## config.mk

```make
export PLATFORM = sky130hd
export DESIGN_NAME = alkqseq
export DESIGN_NICKNAME = d
export VERILOG_FILES = /design/src/rtl/alkqseq.sv
export SDC_FILE = /design/constraint.sdc
export NUM_CORES = 1
export LEC_CHECK = 0
export BUFFER_PORTS_ARGS = -buffer_cell sky130_fd_sc_hd__buf_2
export CAP_MARGIN = 25
export CORE_MARGIN = 2
export CORE_UTILIZATION = 55
export CTS_BUF_LIST = sky130_fd_sc_hd__clkbuf_8
export DETAILED_ROUTE_END_ITERATION = 16
export PLACE_DENSITY = 0.91
export RECOVER_POWER = 50
export SYNTH_ARGS = -nofsm -noshare
export SYNTH_HDL_FRONTEND = slang
export SYNTH_SLANG_ARGS = --single-unit
```

## constraint.sdc

```tcl
create_clock -name clk_h -period 5.25 [get_ports clk_h]
set_clock_uncertainty 0.05 [all_clocks]
set_input_delay 0.525 -clock clk_h [delete_from_list [all_inputs] [get_ports clk_h]]
set_output_delay 0.525 -clock clk_h [all_outputs]
set_load 0.01 [all_outputs]
```

## src/rtl/alkqseq.sv

```systemverilog
// Q register and MUL/DIV step sequencer for the DC615 ALK slice.
// Holds Q, performs sized shifts via the pad-routing boundary bits, and counts iterations.
module alkqseq (
  input  logic        clk_h,
  input  logic        rst_l,
  input  logic [1:0]  dsize_h,
  input  logic        q_load_h,
  input  logic [31:0] q_d_h,
  input  logic        dq_q_shl_l,
  input  logic        dq_q_shr_l,
  input  logic        alpctl_mul_l,
  input  logic        alpctl_div_l,
  input  logic        alpctl_rem_l,
  input  logic        alushf_force_sout0_h,
  input  logic        step_start_h,
  input  logic        alu_sout_h,
  input  logic        alu_cout_h,
  input  logic        q_shl_in_h,
  input  logic        q_shr_in_h,
  output logic [31:0] q_h,
  output logic        q_sin_h,
  output logic        q_lsb_h,
  output logic        q_msb_h,
  output logic        step_busy_h,
  output logic        step_done_h,
  output logic [5:0]  step_count_h
);

  typedef enum logic {IDLE, RUN} state_e;

  state_e      state_q, state_d;
  logic [31:0] q_q, q_d;
  logic [5:0]  count_q, count_d;
  logic        done_q, done_d;

  logic        mulOp, divOp, remOp, startOk, lastStep;
  logic [5:0]  width;
  logic [31:0] sizeMask, qLeft, qRight;
  logic        qMsb;

  assign mulOp    = ~alpctl_mul_l;
  assign divOp    = ~alpctl_div_l;
  assign remOp    = ~alpctl_rem_l;
  assign startOk  = step_start_h & (mulOp | divOp) & ~q_load_h;
  assign lastStep = (state_q == RUN) & (count_q <= 6'd1);

  // Operand size decode: bits above the active width never move on a shift.
  always_comb begin
    width    = 6'd32;
    sizeMask = 32'hFFFF_FFFF;
    qRight   = {q_shr_in_h, q_q[31:1]};
    qMsb     = q_q[31];
    case (dsize_h)
      2'b00: begin
        width    = 6'd8;
        sizeMask = 32'h0000_00FF;
        qRight   = {q_q[31:8], q_shr_in_h, q_q[7:1]};
        qMsb     = q_q[7];
      end
      2'b01: begin
        width    = 6'd16;
        sizeMask = 32'h0000_FFFF;
        qRight   = {q_q[31:16], q_shr_in_h, q_q[15:1]};
        qMsb     = q_q[15];
      end
      default: ;
    endcase
    qLeft = ({q_q[30:0], q_shl_in_h} & sizeMask) | (q_q & ~sizeMask);
  end

  always_ff @(posedge clk_h or negedge rst_l) begin
    if (!rst_l) begin
      state_q <= IDLE;
    end else begin
      state_q <= state_d;
    end
  end

  always_comb begin
    state_d = state_q;
    case (state_q)
      IDLE: if (startOk) state_d = RUN;
      RUN: begin
        if (q_load_h)      state_d = IDLE;
        else if (startOk)  state_d = RUN;
        else if (lastStep) state_d = IDLE;
      end
      default: state_d = IDLE;
    endcase
  end

  // A load or a (re)start edge never shifts; only an uninterrupted final step pulses done.
  always_comb begin
    q_d     = q_q;
    count_d = count_q;
    done_d  = 1'b0;
    if (q_load_h) begin
      q_d     = q_d_h;
      count_d = 6'd0;
    end else if (startOk) begin
      count_d = width;
    end else if (state_q == RUN) begin
      if (mulOp)      q_d = qRight;
      else if (divOp) q_d = qLeft;
      count_d = (count_q == 6'd0) ? 6'd0 : count_q - 6'd1;
      done_d  = lastStep;
    end else if (!dq_q_shl_l) begin
      q_d = qLeft;
    end else if (!dq_q_shr_l) begin
      q_d = qRight;
    end
  end

  always_ff @(posedge clk_h or negedge rst_l) begin
    if (!rst_l) begin
      q_q     <= 32'd0;
      count_q <= 6'd0;
      done_q  <= 1'b0;
    end else begin
      q_q     <= q_d;
      count_q <= count_d;
      done_q  <= done_d;
    end
  end

  always_comb begin
    q_h          = q_q;
    q_lsb_h      = q_q[0];
    q_msb_h      = qMsb;
    step_busy_h  = (state_q == RUN);
    step_done_h  = done_q;
    step_count_h = count_q;
    if (alushf_force_sout0_h || remOp) q_sin_h = 1'b0;
    else if (divOp)                    q_sin_h = alu_cout_h;
    else                               q_sin_h = alu_sout_h;
  end

endmodule

```

* Yosys cells after proc, flatten, opt, wreduce, memory -nomap -nowiden
Index checks and enable logic that the tools add are counted.
** Storage, ports and cells
- Output and inout port bits :: 43
- Register bits after elaboration :: 40
- Logic and storage cells :: 53
- Bits of input ports :: 48
** Operators by class
- Muxes and demuxes :: 25
- Order comparisons :: 1
- Add/subtract/negate cells :: 1
- Bitwise operators :: 13
- Reduce and logical (&&, ||, !) cells :: 5
- Equal/unequal tests :: 4
** Operators with widths (number)
- $mux W32 :: 7
- $pmux W32 S2 :: 2
- $and A32 B32 Y32 :: 2
- $not A32 Y32 :: 1
- $or A32 B32 Y32 :: 1
- $mux W6 :: 4
- $pmux W6 S2 :: 1
- $mux W1 :: 9
- $le A6 B1 Y1 const B :: 1
- $logic_not A6 Y1 :: 1
- $sub A6 B1 Y6 const B :: 1
- $not A1 Y1 :: 5
- $ne A4 B3 Y1 const B :: 1
- $ne A4 B4 Y1 const B :: 1
- $pmux W1 S2 :: 2
- $and A1 B1 Y1 :: 3
- $reduce_and A3 Y1 :: 1
- $reduce_bool A3 Y1 :: 1
- $eq A2 B1 Y1 const B :: 1
- $logic_not A2 Y1 :: 1
- $ne A2 B2 Y1 const B :: 1
- $logic_or A1 B1 Y1 :: 1
- $or A1 B1 Y1 :: 1

* Logic depth before layout (Yosys ltp)
- Depth after elaboration :: 10
- Gate-level depth with buffers :: 6
- Depth with buffers taken out :: 6

* Least setup slack after synthesis
Ideal clock, no wire load.
- Path kind :: in2reg
- Start point :: in dq_q_shl_l
- End point :: reg q_q[22] (netlist: q_h[22])
- Stages :: 5
- Setup time :: 0.133 ns
- Setup slack :: 3.498 ns
- Data required time :: 5.067 ns
- Data arrival time :: 1.569 ns
- Cells stage by stage :: o21ai_4 buf_4 mux2_2 a22oi_1 o21ai_0
** On the way
- Longest elaborated chain between the ends :: 4
- Elaborated cells on any way between the ends :: 6
** RTL lines
- start: declaration :: RTL line 9 : input logic dq_q_shl_l,
- $mux W32 :: RTL line 107 : end else if (!dq_q_shl_l) begin
- $mux W32 :: RTL line 102 : end else if (state_q == RUN) begin
- $mux W32 :: RTL line 100 : end else if (startOk) begin
- $mux W32 :: RTL line 97 : if (q_load_h) begin
- end signal: assignment :: RTL line 120 : q_q <= q_d;
- end: declaration :: RTL line 32 : logic [31:0] q_q, q_d;
Several ways; a longest one is shown, not always the timed one. The select of a mux whose other input is x is not followed.
A chain may end at the register's enable or synchronous reset.

* Final worst setup path
- Start point :: in q_load_h
- End point :: reg q_q[14] (netlist: q_h[14])
** On the way
- Longest elaborated chain between the ends :: 4
- Elaborated cells on any way between the ends :: 7
** RTL lines
- start: declaration :: RTL line 7 : input logic q_load_h,
- $not A1 Y1 :: RTL line 44 : assign startOk = step_start_h & (mulOp | divOp) & ~q_load_h;
- $and A1 B1 Y1 :: RTL line 44
- $ne A2 B2 Y1 (no line)
- $reduce_and A3 Y1 (no line)
Several ways; a longest one is shown, not always the timed one.

==> flow_summary.toml <==
[synth]
ys.flop_type = "dfrtp_1"
synth_top_area_cell = "dfrtp_1"
yosysMostFrequentCell = "dfrtp_1"
synthCells = 254
synth.area.top_cells = "dfrtp_1, mux2_2, mux2i_1"
ys_ff_latch = 40
seq_area_frac_synth = 0.404
syn_area_um2 = 2480
synth_top_area_share = 0.404
avgSynthCellArea_um2 = 9.75
synthTopCellsByCount = "dfrtp_1, nand2_1, o21ai_0"
synth-edff-count = 0
synth_warnings = 0
ys_types = 41
syn_nets = 305
async_flop_share = 1.00

[sta]
setup_tns_ps = 0
slew_headroom = -0.396
fmax_mhz = 445
finalHoldViolCount = 0
rsz0062_at_grt = "false"
finalCriticalPeriod_ps = 2250
slew_violations = 41
setup_viol = 0
worstMarginPinSlew_ps = 2090
period_share = 0.428

[setup_path]
cp-start-kind = "input pin"
reg2reg_to = "q_h[30]$_DFFE_PN0P_"
worstPathCellList = "buf_2 -> a31oi_2 -> buf_4 -> nor2_1 -> nand2_1 -> o221a_2"
r2r_slack_ps = 3220
critPathSlowestCell = "buf_2"
worstPathArrival_ps = 2390
r2r-start = "step_busy_h$_DFF_PN0_"
critPathMaxStageDelay_ps = 750
r2r_cells = 6
worst_ep_required_time_ps = 5390
worstSetupPathType = "in2reg"
crit_fanout = 62
cp-end-kind = "flip-flop"

[cts]
cts_tree = "built"
cts_root_buf = "clkbuf_8"
cts.clk_slew.worst_paths_ps = 80
max-clock-path-buffers = 2
ctsResizeCount = 0
cts_setup_buffers = 0
cts_buffers = 5
cts.hold.buffers_added = 0
htree_levels = 2
insertion_delay_ps = 290
cts_sinks = 40

[status]
status = "complete, but fails checks"
violations = "max-capacitance violations, max-slew violations"

[layout]
final_util = 0.687
syn_to_final_growth_pct = 20.8
num_antenna_cells = 0
stdcell_count = 390
register_area_um2 = 1000
multi_input_area_um2 = 1350
n_fill_cell = 347
nNetsFinal = 388
drive_gt1_frac = 0.340

[placement]
io_buffers = 90
dp_cells = 382
hpwl_mm = 4.20
gp_congestion = 0.767

[drt]
drc = 0
drtIter0Drc = 151
vias = 2286
vias_per_cell = 5.86
first_pass_iters = 5
ant_nets = 0
wl_per_cell_um = 16.0
drt_wl_total_mm = 6.25

[worst_hold_path]
hp-start = "q_d_h[30]"
holdCritPathClass = "in2reg"
min_path_cells = 3
min_to = "q_h[30]$_DFFE_PN0P_"

[global_route]
grt_pass1_vias = 2141
antenna_found_initial = 0
grt_usage = 0.256
grt_overflow = 0
grt_pass1_wl_mm = 10.3
grt_max_degree = 63

[floorplanning]
start_util = 0.569
die_h_um = 71.1
rows = 24
die-width_um = 71.1
ioPinCount = 91
core-area_um2 = 4350
dieArea_um2 = 5050

[run]
cap_viol_max_count = 1

[pwr]
power.density_nw_per_um2 = 310
p_leak_nw = 1.41
ir_drop_mv = 0.148
p_total_w = 0.000928
stage by stage:
stage / setup slack [ps] / area (um2) / hold slack (ps)
2_1_floorplan: 3500 / 2480 / 179
3_3_place_gp: 2770 / 2900 / 466
3_5_place_dp: 2720 / 2910 / 468
4_1_cts: 3030 / 3020 / 324
5_1_grt: 2650 / 2990 / 505
6_report: 3000 / 2990 / 488
cells by family after synthesis:
| group | synth area share |
|---|---|
| AND/OR/NAND/NOR | 0.136 |
| AO/OA/AOI/OAI | 0.207 |
| adder cells (fa/ha/maj) | 0.0152 |
| flip-flops | 0.404 |
| XOR/XNOR | 0.00708 |
| multiplexers | 0.182 |
| buffers and inverters | 0.0490 |
report_power, final:
group          switching, W  internal, W
Sequential        0.0000547     0.000353
Combinational      0.000143     0.000131
Clock              0.000107     0.000139
Total              0.000305     0.000622
registers in the layout (all words and copies together), names as in the netlist:
| signal | cells |
|---|---|
| q_h | 32 |
| step_busy_h | 1 |
| step_count_h | 6 |
| step_done_h | 1 |
area by class of cell:
| class | instances | share of cell area |
|---|---|---|
| Multi-Input combinational cell | 192 | 0.453 |
| Sequential cell | 40 | 0.335 |
| Timing Repair Buffer | 93 | 0.149 |
| Clock buffer | 5 | 0.0230 |
| Tap cell | 52 | 0.0217 |
| Clock inverter | 3 | 0.0130 |
| Inverter | 5 | 0.00627 |
routing by layer:
layer	vias to the layer above	GRT usage	wire, um
met3	7	0.0556	359
met4	0	0.0650	74
met5	-	0	0
met2	87	0.427	3130
li1	1086	-	-
met1	1106	0.341	2680
cells in the final DEF (no fill, tap or decap), types with 5 or more instances in the layout:
cell type	netlist	layout
buf_2	3	68
dfrtp_1	40	40
nand2_1	36	36
o21ai_0	33	33
mux2_2	24	24
clkbuf_1	7	22
mux2i_1	18	18
a22oi_1	15	15
nor2_1	10	10
nand2b_1	8	8
o221a_2	7	7
inv_1	5	6
nor3b_1	5	5
clkbuf_8	0	5
worst max-delay path, delay by kind of cell:
kind / cells / cell delay, ps
AND/OR/NAND/NOR: 2 / 500
AO/OA/AOI/OAI: 2 / 310
buffers and inverters: 2 / 1030
worst max-delay path by stage:
stage	from	end	slack (ps)	depth (start not counted)
after floorplan	dq_q_shl_l	q_h[22]$_DFFE_PN0P_	3500	5
after global placement	q_load_h	q_h[14]$_DFFE_PN0P_	2770	6
after detailed placement	q_load_h	q_h[14]$_DFFE_PN0P_	2720	6
after CTS	q_load_h	q_h[14]$_DFFE_PN0P_	3030	6
after global routing	rst_l	step_count_h[5]$_DFFE_PN0P_	2650	1
final	q_load_h	q_h[14]$_DFFE_PN0P_	3000	6
No activity file was read; power rests on OpenSTA's default activity.
